**src/rtl/rgbw_lamp_ctrl.sv**
```systemverilog
// rgbw_lamp_ctrl: SPI-fed RGBW dimmer with header/trailer-checked frames, luminance scaling and
// double-buffered 8-bit PWM outputs.
module rgbw_lamp_ctrl #(
  parameter int PWM_DIV = 4
) (
  input  logic clk12,
  input  logic reset,
  input  logic sck0,
  input  logic mosi,
  input  logic cs,
  output logic red_pin,
  output logic green_pin,
  output logic blue_pin,
  output logic white_pin,
  output logic dbg
);
  localparam int PW = PWM_DIV > 1 ? $clog2(PWM_DIV) : 1;
  // [0],[1] synchronizer stages, [2] history for edge detection
  logic [2:0] cs_q, sck_q, mosi_q;
  logic [7:0] sr_q;
  logic [2:0] bc_q, idx_q;
  logic bv_q, dbg_q;
  logic [7:0] lum_stg_q, lum_q, pc_q;
  logic [3:0][7:0] stg_q, lvl_q, buf_q, duty_d;
  logic [3:0] pin_q;
  logic [PW-1:0] pre_q;
  logic sample_d, step_d, wrap_d;
  always_ff @(posedge clk12 or negedge reset)
    if (!reset) begin
      cs_q   <= 3'b111;
      sck_q  <= 3'b000;
      mosi_q <= 3'b000;
    end else begin
      cs_q   <= {cs_q[1:0], cs};
      sck_q  <= {sck_q[1:0], sck0};
      mosi_q <= {mosi_q[1:0], mosi};
    end
  // a falling SCK still counts in the cycle CS rises, so a completed byte wins over the CS clear
  assign sample_d = sck_q[2] & ~sck_q[1] & ~(cs_q[1] & cs_q[2]);
  always_ff @(posedge clk12 or negedge reset)
    if (!reset) begin
      sr_q <= '0;
      bc_q <= '0;
      bv_q <= 1'b0;
    end else if (sample_d) begin
      sr_q <= {sr_q[6:0], mosi_q[2]};
      bc_q <= bc_q + 3'd1;
      bv_q <= bc_q == 3'd7;
    end else begin
      sr_q <= cs_q[1] ? '0 : sr_q;
      bc_q <= cs_q[1] ? '0 : bc_q;
      bv_q <= 1'b0;
    end
  always_ff @(posedge clk12 or negedge reset)
    if (!reset) begin
      idx_q     <= '0;
      lum_stg_q <= '0;
      lum_q     <= '0;
      stg_q     <= '0;
      lvl_q     <= '0;
      dbg_q     <= 1'b0;
    end else if (bv_q) begin
      idx_q <= ((idx_q == 3'd0 && sr_q != 8'h55) || idx_q == 3'd7) ? 3'd0 : idx_q + 3'd1;
      if (idx_q == 3'd1) lum_stg_q <= sr_q;
      if (idx_q >= 3'd2 && idx_q <= 3'd5) stg_q[idx_q[1:0] - 2'd2] <= sr_q;
      if (idx_q == 3'd7 && sr_q == 8'hA4) begin
        lum_q <= lum_stg_q;
        lvl_q <= stg_q;
        dbg_q <= ~dbg_q;
      end
    end
  always_comb
    for (int i = 0; i < 4; i++)
      duty_d[i] = 8'((16'(lvl_q[i]) * (16'(lum_q) + 16'd1)) >> 8);
  assign step_d = pre_q == PW'(PWM_DIV - 1);
  assign wrap_d = step_d && pc_q == 8'd254;
  // duties only change at the period boundary so no period is ever cut short
  always_ff @(posedge clk12 or negedge reset)
    if (!reset) begin
      pre_q <= '0;
      pc_q  <= '0;
      buf_q <= '0;
      pin_q <= '0;
    end else begin
      pre_q <= step_d ? '0 : pre_q + 1'b1;
      if (step_d) pc_q <= wrap_d ? 8'd0 : pc_q + 8'd1;
      if (wrap_d) buf_q <= duty_d;
      for (int i = 0; i < 4; i++) pin_q[i] <= pc_q < buf_q[i];
    end
  assign {white_pin, blue_pin, green_pin, red_pin} = pin_q;
  assign dbg = dbg_q;
endmodule

```
**config.mk**
```make
export PLATFORM = sky130hd
export DESIGN_NAME = rgbw_lamp_ctrl
export DESIGN_NICKNAME = d
export VERILOG_FILES = /design/src/rtl/rgbw_lamp_ctrl.sv
export SDC_FILE = /design/constraint.sdc
export NUM_CORES = 1
export LEC_CHECK = 0
export ABC_AREA = 1
export ABC_CLOCK_PERIOD_IN_PS = 5640
export CAP_MARGIN = 20
export CORE_UTILIZATION = 59
export DETAILED_ROUTE_END_ITERATION = 10
export PLACE_DENSITY = 0.77
export SYNTH_ARGS = -nofsm -noshare
export SYNTH_HDL_FRONTEND = slang
export SYNTH_SLANG_ARGS = --single-unit
```
**constraint.sdc**
```tcl
create_clock -name clk12 -period 5.64 [get_ports clk12]
set_clock_uncertainty 0.2 [all_clocks]
set_input_delay 1.41 -clock clk12 [delete_from_list [all_inputs] [get_ports clk12]]
set_output_delay 1.41 -clock clk12 [all_outputs]
set_load 0.01 [all_outputs]
```
==> flow_summary.yaml, run 1 <==
synth:
  syn_nets: 2362
  yosysMostFrequentCell: "nand2_1"
  async_flop_share_pct: 100.0
  ys_ff_latch: 151
  netlist_area_um2: 15710
  yosysTopAreaCell: "dfrtp_1"
  avgSynthCellArea_um2: 7.741
  synth_area_leaders: "dfrtp_1 (24%), fa_1 (20%), ha_1 (13%)"
  synth-seq-area-share_pct: 24.07
  ys_types: 42
  synth_commonest_cells: "nand2_1 (458), inv_1 (438), nor2_1 (251), ha_1 (167), fa_1 (160)"
  syn_inst: 2030
  synth-edff-count: 0
  synth_ff_type: "dfrtp_1"
  yosysWarnings: 0
  yosysTopAreaCellShare_pct: 23.57
place:
  gp_congestion: 0.9174
  port_buffers: 9
  dp_hpwl_um: 27700
  place_inst: 2346
  post-place-ws_ns: 0.2666
worst_setup_path:
  worst-setup-path-type: "flop to flop"
  cp-start-kind: "flop"
  end_kind: "flop"
  cp_data_required_time_ns: 5.77
  cpLargestDelayFamily: "adder cells"
  cp_slowest_stage_delay_ns: 0.52
  cp_slowest_cell: "fa_1"
  path_buf_inv: 4
  cp_max_fo: 19
  crit_arrival_ns: 5.44
  crit_chain: "nand4_1 -> nor2_1 -> inv_1 -> nor2_1 -> or2_2 -> nand2_2 -> buf_4 -> nor2_1 -> fa_1 -> fa_1 -> fa_1 -> inv_1 -> fa_1 -> inv_1 -> ha_1 -> nand2_1 -> o21ai_0 -> a21oi_1 -> nand2_1 -> nand2_1 -> nand3_1 -> nand2_1"
power_and_ir_drop:
  combPwrFrac_pct: 1.7
  seq_power_share_pct: 47.2
  internal_power_uw: 1737
  clockPowerShare_pct: 51.1
  vdd_drop_max_v: 0.0001994
  p_leak_uw: 0.008956
  p_sw_uw: 591.7
  sw_frac_of_total_pct: 25.41
  power-per-cell-area_nw_per_um2: 139.2
global_route:
  grt_pass1_vias: 12610
  grt_usage_pct: 28.94
  grt_max_degree: 88
  antenna_found_initial: 0
  gr-total-overflow: 0
  grt_pass1_wl_um: 61860
clocking:
  cts-root-buf: "clkbuf_16"
  cts_buffers: 17
  clk_pin_slew_ns: 0.08
  cts_tree: "yes"
  cts.sinks: 151
  cts_setup_buffers: 0
  worstSkewPairLatency_ns: 0.44
  cts_htree_levels: 4
  cts_max_path_buffers: 2
sta:
  max_freq_mhz: 188.0
  fin_crit_sh_pct: 94.31
  hold_ws_ns: 0.1594
  setup_tns_ns: 0
  slew_headroom_pct: 38.40
  rsz0062_at_grt: "false"
  fin_ws_ns: 0.3207
  slew_viol_final: 0
  worstMarginPinSlew_ns: 0.9206
  period_minus_slack_ns: 5.319
  hold_viol_final: 0
  setup_violations: 0
route:
  drtIter0Drc: 897
  drc: 0
  wl_per_cell_um: 15.14
  via_count: 12640
  routed_wl_um: 36010
  drtAntennaViolNets: 0
  avgViaCountPerCell: 5.315
  dr.pass1.iters: 5
cells_and_area:
  final_cells: 2378
  final_net_count: 2362
  syn_to_final_growth_pct: 6.497
  diodes: 0
  drive_gt1_share_pct: 4.356
floorplanning:
  io_pins: 10
  num_rows: 59
  dieHeight_um: 165.2
  die_area_um2: 27290
  start_util_pct: 60.30
  fp.coreArea_um2: 26060
  die_w_um: 165.2
hold_path:
  min_path_type: "flop to flop"
job:
  cap_violations: 0
run_status:
  outcome: "complete, no violations"
[logic make-up after synthesis]
| logic type | count (synthesis) | share of synthesized area, % |
|---|---|---|
| adder cells (fa/ha/maj) | 327 | 33.68 |
| XOR/XNOR | 16 | 1.011 |
| flip-flops | 151 | 24.07 |
| buffers and inverters | 485 | 12.02 |
| AND/OR/NAND/NOR | 839 | 22.10 |
| AO/OA/AOI/OAI | 212 | 7.118 |
[flip-flops by register name, indices dropped and copies added (netlist names)]
register and flops:
bc_q 3, buf_q 32, bv_q 1, cs_q 3, dbg 1, idx_q 3
lum_q 8, lum_stg_q 8, lvl_q 32, mosi_q 3, pc_q 8, pin_q 4
pre_q 2, sck_q 3, sr_q 8, stg_q 32
[worst reg2reg max path, cell delays in order, from the launching register on]
cell and delay (ns):
dfrtp_1 0.47, nand4_1 0.19, nor2_1 0.06, inv_1 0.06
nor2_1 0.05, or2_2 0.28, nand2_2 0.18, buf_4 0.31
nor2_1 0.11, fa_1 0.52, fa_1 0.51, fa_1 0.49
inv_1 0.05, fa_1 0.47, inv_1 0.04, ha_1 0.37
nand2_1 0.13, o21ai_0 0.31, a21oi_1 0.15, nand2_1 0.09
nand2_1 0.04, nand3_1 0.07, nand2_1 0.05
[timing repair]
item,4_1_cts,5_1_grt
hold buffers,0,0
endpoints found under the setup margin,0,3
resized for setup,0,3
[final timing paths]
| path | start | end | slack (ns) | cells after the start |
|---|---|---|---|---|
| min | cs_q[0]$_DFF_PN1_ | cs_q[1]$_DFF_PN1_ | 0.16 | 0 |
| min reg2reg | cs_q[0]$_DFF_PN1_ | cs_q[1]$_DFF_PN1_ | 0.16 | 0 |
| max | lum_q[2]$_DFFE_PN0P_ | buf_q[14]$_DFFE_PN0P_ | 0.32 | 22 |
| min in group asynchronous | reset | buf_q[19]$_DFFE_PN0P_ | 0.81 | 1 |
| max reg2reg | lum_q[2]$_DFFE_PN0P_ | buf_q[14]$_DFFE_PN0P_ | 0.32 | 22 |
| max in group asynchronous | reset | buf_q[1]$_DFFE_PN0P_ | 3.43 | 2 |
[area by class of cell]
type / count / area [µm²]
Multi-Input combinational cell: 1394 / 10060
Fill cell: 2238 / 9324
Sequential cell: 151 / 3782
Inverter: 443 / 1673
Clock buffer: 17 / 425.4
Tap cell: 335 / 419.2
Timing Repair Buffer: 23 / 196.4
Clock inverter: 15 / 182.7
[power by group through the flow]
stage	clock network [µW]	logic, µW	registers (µW)
floorplan	0	12.3	1120
global placement	0	40.0	1120
detailed placement	0	41.1	1120
CTS	1200	41.3	1100
global route	1260	47.3	1100
finish	1190	39.7	1100
[cell usage in the layout, fill, tap and decap left out, types with 3 or more instances in the layout]
cell	synthesis	routed
nand4_1	6	6
o21ai_0	113	113
nor2_1	251	251
nand2_2	3	3
inv_6	0	6
o211ai_1	3	3
a21o_1	4	4
nand3b_1	4	4
clkdlybuf4s50_1	0	8
a21oi_1	70	70
nand3_1	73	72
clkbuf_16	0	17
xor2_1	7	6
xnor2_1	8	8
nor2_4	11	11
a21boi_0	3	3
clkinv_8	0	4
inv_2	3	3
dfstp_2	3	3
fa_1	160	160
nor2_2	10	10
o22ai_1	8	8
inv_1	438	437
o21a_1	4	4
o21bai_1	3	3
buf_4	0	14
nor3_1	6	6
nand2_1	458	458
dfrtp_1	148	148
nor4_1	10	10
ha_1	167	167
[stage by stage]
| step | cell area (µm²) | util [%] | power [µW] |
|---|---|---|---|
| 3_5_place_dp | 16110 | 61.83 | 1162 |
| 2_1_floorplan | 15710 | - | 1131 |
| 6_report | 16730 | 64.22 | 2329 |
| 4_1_cts | 16720 | 64.17 | 2345 |
| 3_3_place_gp | 16110 | 61.83 | 1160 |
| 5_1_grt | 16730 | 64.22 | 2406 |
[metal layers]
layer	up-vias	global-route usage [%]	wire [µm]
li1	6168	-	-
met1	6005	39.92	16400
met2	408	46.01	16310
met3	59	6.094	2615
met4	0	8.299	684
met5	-	0	0
No activity file was read; power rests on OpenSTA's default activity.
==> run 2: changes to the inputs <==
--- a/config.mk
+++ b/config.mk
@@ -5,7 +5,6 @@
 export SDC_FILE = /design/constraint.sdc
 export NUM_CORES = 1
 export LEC_CHECK = 0
-export ABC_AREA = 1
 export ABC_CLOCK_PERIOD_IN_PS = 5640
 export CAP_MARGIN = 20
 export CORE_UTILIZATION = 59
==> run 2 against run 1 <==
Compared with the run above:
- sequential cell count unchanged
- non-clock buffer count up 58
- final cell count is 22% lower
- critical endpoint is now buf_q[15]$_DFFE_PN0P_
- highest routed layer unchanged
==> flow_summary.yaml, run 2 <==
floorplanning:
  die_w_um: 160.5
  fp.coreArea_um2: 24460
  dieHeight_um: 160.5
  start_util_pct: 60.58
  io_pins: 10
  die_area_um2: 25760
  num_rows: 57
cells_and_area:
  syn_to_final_growth_pct: 13.12
  final_cells: 1847
  final_net_count: 1841
  final_common_cell: "inv_1"
  design_area_um2: 16760
  final_cell_mix: "inv_1 (246), and2_1 (193), ha_1 (159)"
  n_fill_cell: 1798
  seq_area_um2: 3786
  drive_gt1_share_pct: 13.73
  top_regs: "buf_q: 32 flops, lvl_q: 32 flops, stg_q: 32 flops"
  multi_input_area_um2: 10170
worst_setup_path:
  cp_slowest_stage_delay_ns: 0.50
  path_buf_inv: 3
  cpLargestDelayFamily: "adder cells"
  crit_chain: "and4_4 -> nand4_1 -> xnor2_4 -> buf_12 -> and2_1 -> fa_1 -> fa_1 -> fa_1 -> inv_1 -> fa_1 -> inv_1 -> ha_2 -> and4_4 -> a221oi_4 -> o211ai_1 -> o31ai_1 -> xnor2_1 -> o21ai_0"
  cp-start-kind: "flop"
  cp_data_required_time_ns: 5.75
  cp_max_fo: 6
  worst-setup-path-type: "flop to flop"
  end_kind: "flop"
  crit_arrival_ns: 5.71
  cpMostUsedCell: "fa_1"
  cp_slowest_cell: "fa_1"
synth:
  ys_ff_latch: 151
  yosysMostFrequentCell: "inv_1"
  synth-seq-area-share_pct: 25.52
  synth_area_leaders: "dfrtp_1 (25%), fa_1 (22%), ha_1 (14%)"
  yosysWarnings: 0
  syn_inst: 1464
  synth_ff_type: "dfrtp_1"
  netlist_area_um2: 14820
  synth-edff-count: 0
  yosysTopAreaCellShare_pct: 24.99
  async_flop_share_pct: 100.0
  syn_nets: 1796
  ys_types: 58
  yosysTopAreaCell: "dfrtp_1"
  avgSynthCellArea_um2: 10.12
  synth_commonest_cells: "inv_1 (247), and2_1 (194), ha_1 (167), fa_1 (160), dfrtp_1 (148)"
power_and_ir_drop:
  vdd_drop_max_v: 0.0001783
  clockPowerShare_pct: 51.3
  p_sw_uw: 607.4
  internal_power_uw: 1701
  seq_power_share_pct: 47.3
  p_total_uw: 2309
  p_leak_uw: 0.008841
  sw_frac_of_total_pct: 26.31
  power-per-cell-area_nw_per_um2: 137.7
  combPwrFrac_pct: 1.3
route:
  wl_met2_um: 16300
  avgViaCountPerCell: 5.482
  drtIter0Drc: 617
  drtAntennaViolNets: 0
  route.met3.wl_um: 1227
  via_count: 10130
  highest_layer: "met4"
  dr.pass1.iters: 5
  drc: 0
  wl_per_cell_um: 17.25
  drt-met1-wl_um: 13670
  routed_wl_um: 31870
sta:
  period_minus_slack_ns: 5.601
  rsz0062_at_grt: "true"
  hold_ws_ns: 0.1541
  slew_viol_final: 0
  fin_ws_ns: 0.03858
  setup_violations: 0
  worstMarginPinSlew_ns: 0.8889
  max_freq_mhz: 178.5
  fin_crit_sh_pct: 99.32
  hold_viol_final: 0
  slew_headroom_pct: 40.74
clocking:
  cts_htree_levels: 4
  cts_max_path_buffers: 2
  cts.sinks: 151
  cts_tree: "yes"
  cts-root-buf: "clkbuf_16"
  clk_pin_slew_ns: 0.08
  cts_buffers: 17
  worstSkewPairLatency_ns: 0.44
  postCtsHoldBufs: 0
global_route:
  grt_pass1_wl_um: 50490
  grt_usage_pct: 24.55
  grt_pass1_vias: 10430
  grt_max_degree: 72
  gr-total-overflow: 0
  antenna_found_initial: 1
place:
  port_buffers: 9
  placed_cell_area_um2: 15450
  dp_hpwl_um: 22150
  place_inst: 1776
  post-place-ws_ns: 0.04176
  gp_congestion: 0.8623
run_status:
  outcome: "complete, no violations"
job:
  cap_violations: 0
hold_path:
  min_path_type: "flop to flop"
## run 2: logic make-up after synthesis
kind of cell	after synthesis	synth area share [%]
AO/OA/AOI/OAI	143	6.459
buffers and inverters	302	7.751
adder cells (fa/ha/maj)	327	35.71
XOR/XNOR	53	3.132
AND/OR/NAND/NOR	405	15.12
multiplexers	83	6.299
flip-flops	151	25.52
## run 2: cell type report
class	count	share of cell area, %
multi-input cells	1011	60.68
repair buffers	81	5.090
diodes	1	0.01493
clock buffers	17	2.538
inverters	247	5.531
flip-flops and latches	151	22.59
clock inverters	15	1.142
well taps	324	2.418
## run 2: layer usage
metal,GRT usage (%),vias to the layer above
met1,32.11,5108
met5,0,-
met4,7.835,0
met2,42.62,223
li1,-,4738
met3,2.893,57
## run 2: what timing repair did
action / 4_1_cts / 5_1_grt
gates cloned: 0 / 5
buffers inserted: 0 / 31
gates resized for setup: 2 / 50
pin swaps: 0 / 38
hold endpoints to repair: 0 / 0
setup endpoints to repair: 2 / 15
## run 2: path summary, 6_finish.rpt
check,end,start,slack (ns),cells after the start
max in group asynchronous,lvl_q[8]$_DFFE_PN0P_,reset,3.43,2
min reg2reg,sck_q[1]$_DFF_PN0_,sck_q[0]$_DFF_PN0_,0.15,0
min,sck_q[1]$_DFF_PN0_,sck_q[0]$_DFF_PN0_,0.15,0
min in group asynchronous,buf_q[29]$_DFFE_PN0P_,reset,0.75,1
max reg2reg,buf_q[15]$_DFFE_PN0P_,lum_q[2]$_DFFE_PN0P_,0.04,18
max,buf_q[15]$_DFFE_PN0P_,lum_q[2]$_DFFE_PN0P_,0.04,18
## run 2: stage by stage
| step | setup TNS, ns | util (%) |
|---|---|---|
| final | 0 | 68.53 |
| after global routing | -0.6359 | 68.52 |
| after CTS | 0 | 65.79 |
| after detailed placement | 0 | 63.18 |
| after global placement | 0 | 63.18 |
| after floorplan | 0 | - |
## run 2: power groups by stage
stage          clock network (µW)  registers (µW)  logic [µW]
6_report                     1190            1090        31.1
5_1_grt                      1250            1090        36.9
4_1_cts                      1200            1090        32.7
3_5_place_dp                    0            1110        32.8
3_3_place_gp                    0            1110        31.9
2_1_floorplan                   0            1110        7.17
==> run 3: changes to the inputs <==
--- a/config.mk
+++ b/config.mk
@@ -7,7 +7,9 @@
 export LEC_CHECK = 0
 export ABC_CLOCK_PERIOD_IN_PS = 5640
 export CAP_MARGIN = 20
+export CORE_MARGIN = 2
 export CORE_UTILIZATION = 59
+export CTS_BUF_LIST = sky130_fd_sc_hd__clkbuf_8
 export DETAILED_ROUTE_END_ITERATION = 10
 export PLACE_DENSITY = 0.77
 export SYNTH_ARGS = -nofsm -noshare
==> run 3 against run 2 <==
Compared with the run above:
- via count shrank 2.0%
- design area down 3.6%
- wire length is 4.6% lower
- total power decreased by 13%
- non-clock buffer count decreased by 24
- largest cell class unchanged
- largest power group is now sequential cells
==> flow_summary.yaml, run 3 (same netlist as run 2, synthesis figures left out) <==
run_status:
  outcome: "complete, no violations"
place:
  gp_congestion: 0.8840
  dp_hpwl_um: 22540
  port_buffers: 9
route:
  wl_met2_um: 14720
  via_count: 9927
  wl_per_cell_um: 16.62
  route.met3.wl_um: 1212
  drt-met1-wl_um: 13810
  dr.pass1.iters: 5
  drc: 0
  avgViaCountPerCell: 5.431
  highest_layer: "met4"
  drtIter0Drc: 631
  drtAntennaViolNets: 0
  routed_wl_um: 30390
clocking:
  cts_htree_levels: 4
  worstSkewPairLatency_ns: 0.47
  cts_max_path_buffers: 2
  cts.sinks: 151
  cts_buffers: 17
  cts_tree: "yes"
  clk_pin_slew_ns: 0.11
  cts-root-buf: "clkbuf_8"
sta:
  slew_headroom_pct: 40.39
  fin_crit_sh_pct: 97.22
  max_freq_mhz: 182.4
  slew_viol_final: 0
  worstMarginPinSlew_ns: 0.8942
  hold_viol_final: 0
  setup_violations: 0
  period_minus_slack_ns: 5.483
  rsz0062_at_grt: "true"
  hold_ws_ns: 0.1513
global_route:
  grt_max_degree: 93
  gr-total-overflow: 0
  grt_pass1_wl_um: 51200
  antenna_found_initial: 0
  grt_usage_pct: 24.38
  grt_pass1_vias: 10470
cells_and_area:
  syn_to_final_growth_pct: 9.017
  seq_area_um2: 3787
  diodes: 0
  n_fill_cell: 1922
  multi_input_area_um2: 10040
  final_net_count: 1817
  drive_gt1_share_pct: 11.42
  final_common_cell: "inv_1"
  final_cell_mix: "inv_1 (247), and2_1 (193), ha_1 (161)"
  top_regs: "buf_q: 32 flops, lvl_q: 32 flops, stg_q: 32 flops"
floorplanning:
  die_w_um: 162.5
  start_util_pct: 59.54
  dieHeight_um: 162.5
  num_rows: 58
  fp.coreArea_um2: 24890
  die_area_um2: 26400
  io_pins: 10
power_and_ir_drop:
  p_sw_uw: 559.6
  p_total_uw: 2001
  vdd_drop_max_v: 0.0001584
  power-per-cell-area_nw_per_um2: 123.9
  clockPowerShare_pct: 43.8
  internal_power_uw: 1441
  p_leak_uw: 0.008602
  combPwrFrac_pct: 1.6
  sw_frac_of_total_pct: 27.97
  seq_power_share_pct: 54.6
worst_setup_path:
  rrSetupSlack_ns: 0.16
  cp_max_fo: 13
  cp_data_required_time_ns: 5.83
  cpMostUsedCell: "fa_1"
  cp_slowest_cell: "fa_1"
  crit_chain: "buf_4 -> nand3_1 -> xnor2_2 -> buf_6 -> and2_1 -> fa_1 -> fa_1 -> fa_1 -> inv_1 -> fa_1 -> inv_1 -> ha_1 -> a21o_1 -> a21oi_2 -> o21ai_2 -> a221o_1 -> or4_1 -> nand3_1"
  worst-setup-path-type: "flop to flop"
  cp-start-kind: "flop"
  crit_arrival_ns: 5.67
  cp_slowest_stage_delay_ns: 0.54
  end_kind: "flop"
hold_path:
  min_path_type: "flop to flop"
job:
  cap_violations: 0
==> run 3: cell count changes in the layout (fill, tap and decap cells not counted), moves of 3 or more <==
cell,before,now
clkbuf_16,22,2
clkbuf_8,0,17
buf_4,51,37
fa_1,155,160
fa_2,5,0
buf_12,8,5
buf_6,8,5
nand3_1,13,16
nand3_2,5,2
xnor2_2,0,3
xnor2_4,4,1
==> run 3: critical path, delay by kind of cell, from the launching register on <==
kind | cells | cell delay, ns
compound gates | 4 | 0.80
xor+xnor | 1 | 0.31
fa+ha+maj | 5 | 2.36
buf+inv | 4 | 0.44
flops | 1 | 0.44
simple gates | 4 | 0.87
==> run 3: power by group through the flow <==
stage                     clock network (µW)  registers [µW]  logic, µW
after floorplan                            0            1110       7.17
after global placement                     0            1110       32.2
after detailed placement                   0            1110       32.8
after CTS                                902            1090       32.8
after global routing                     950            1090       37.0
final                                    877            1090       31.4
==> run 3: worst paths after layout <==
check | start | end | cells past startpoint
worst min register to register | cs_q[0]$_DFF_PN1_ | cs_q[1]$_DFF_PN1_ | 0
max in group asynchronous | reset | lum_q[1]$_DFFE_PN0P_ | 2
worst max-delay path | lum_q[0]$_DFFE_PN0P_ | buf_q[23]$_DFFE_PN0P_ | 18
worst min-delay path | cs_q[0]$_DFF_PN1_ | cs_q[1]$_DFF_PN1_ | 0
min in group asynchronous | reset | buf_q[27]$_DFFE_PN0P_ | 1
worst max register to register | lum_q[0]$_DFFE_PN0P_ | buf_q[23]$_DFFE_PN0P_ | 18
==> run 3: per-stage QoR <==
stage | cell area [µm²] | TNS [ns] | setup slack (ns) | util [%] | cells
final | 16160 | 0 | 0.1567 | 64.90 | 1828
after global routing | 16160 | -0.09353 | -0.04051 | 64.90 | 1828
after CTS | 15830 | 0 | 0.004782 | 63.58 | 1807
after detailed placement | 15390 | 0 | 0.004440 | 61.84 | 1774
after global placement | 15390 | 0 | 0.1648 | 61.84 | 1774
after floorplan | 14820 | 0 | 0.06228 | - | 1464
==> run 3: layer usage <==
layer,global-route usage (%),vias up
met2,41.04,199
met1,32.85,5005
met3,3.998,45
li1,-,4678
met4,7.120,0
met5,0,-
==> run 3: cell type report <==
class / instances / area share [%]
clock buffers: 17 / 1.448
clock inverters: 15 / 1.185
inverters: 247 / 5.739
multi-input cells: 1011 / 62.14
flip-flops and latches: 151 / 23.44
well taps: 330 / 2.556
repair buffers: 57 / 3.493
==> run 3: timing repair <==
action / 4_1_cts / 5_1_grt
gates cloned: 0 / 2
endpoints found under the setup margin: 1 / 15
pin swaps: 1 / 17
resized for setup: 0 / 24
hold endpoints to repair: 0 / 0
setup buffers: 1 / 18
hold buffers: 0 / 0
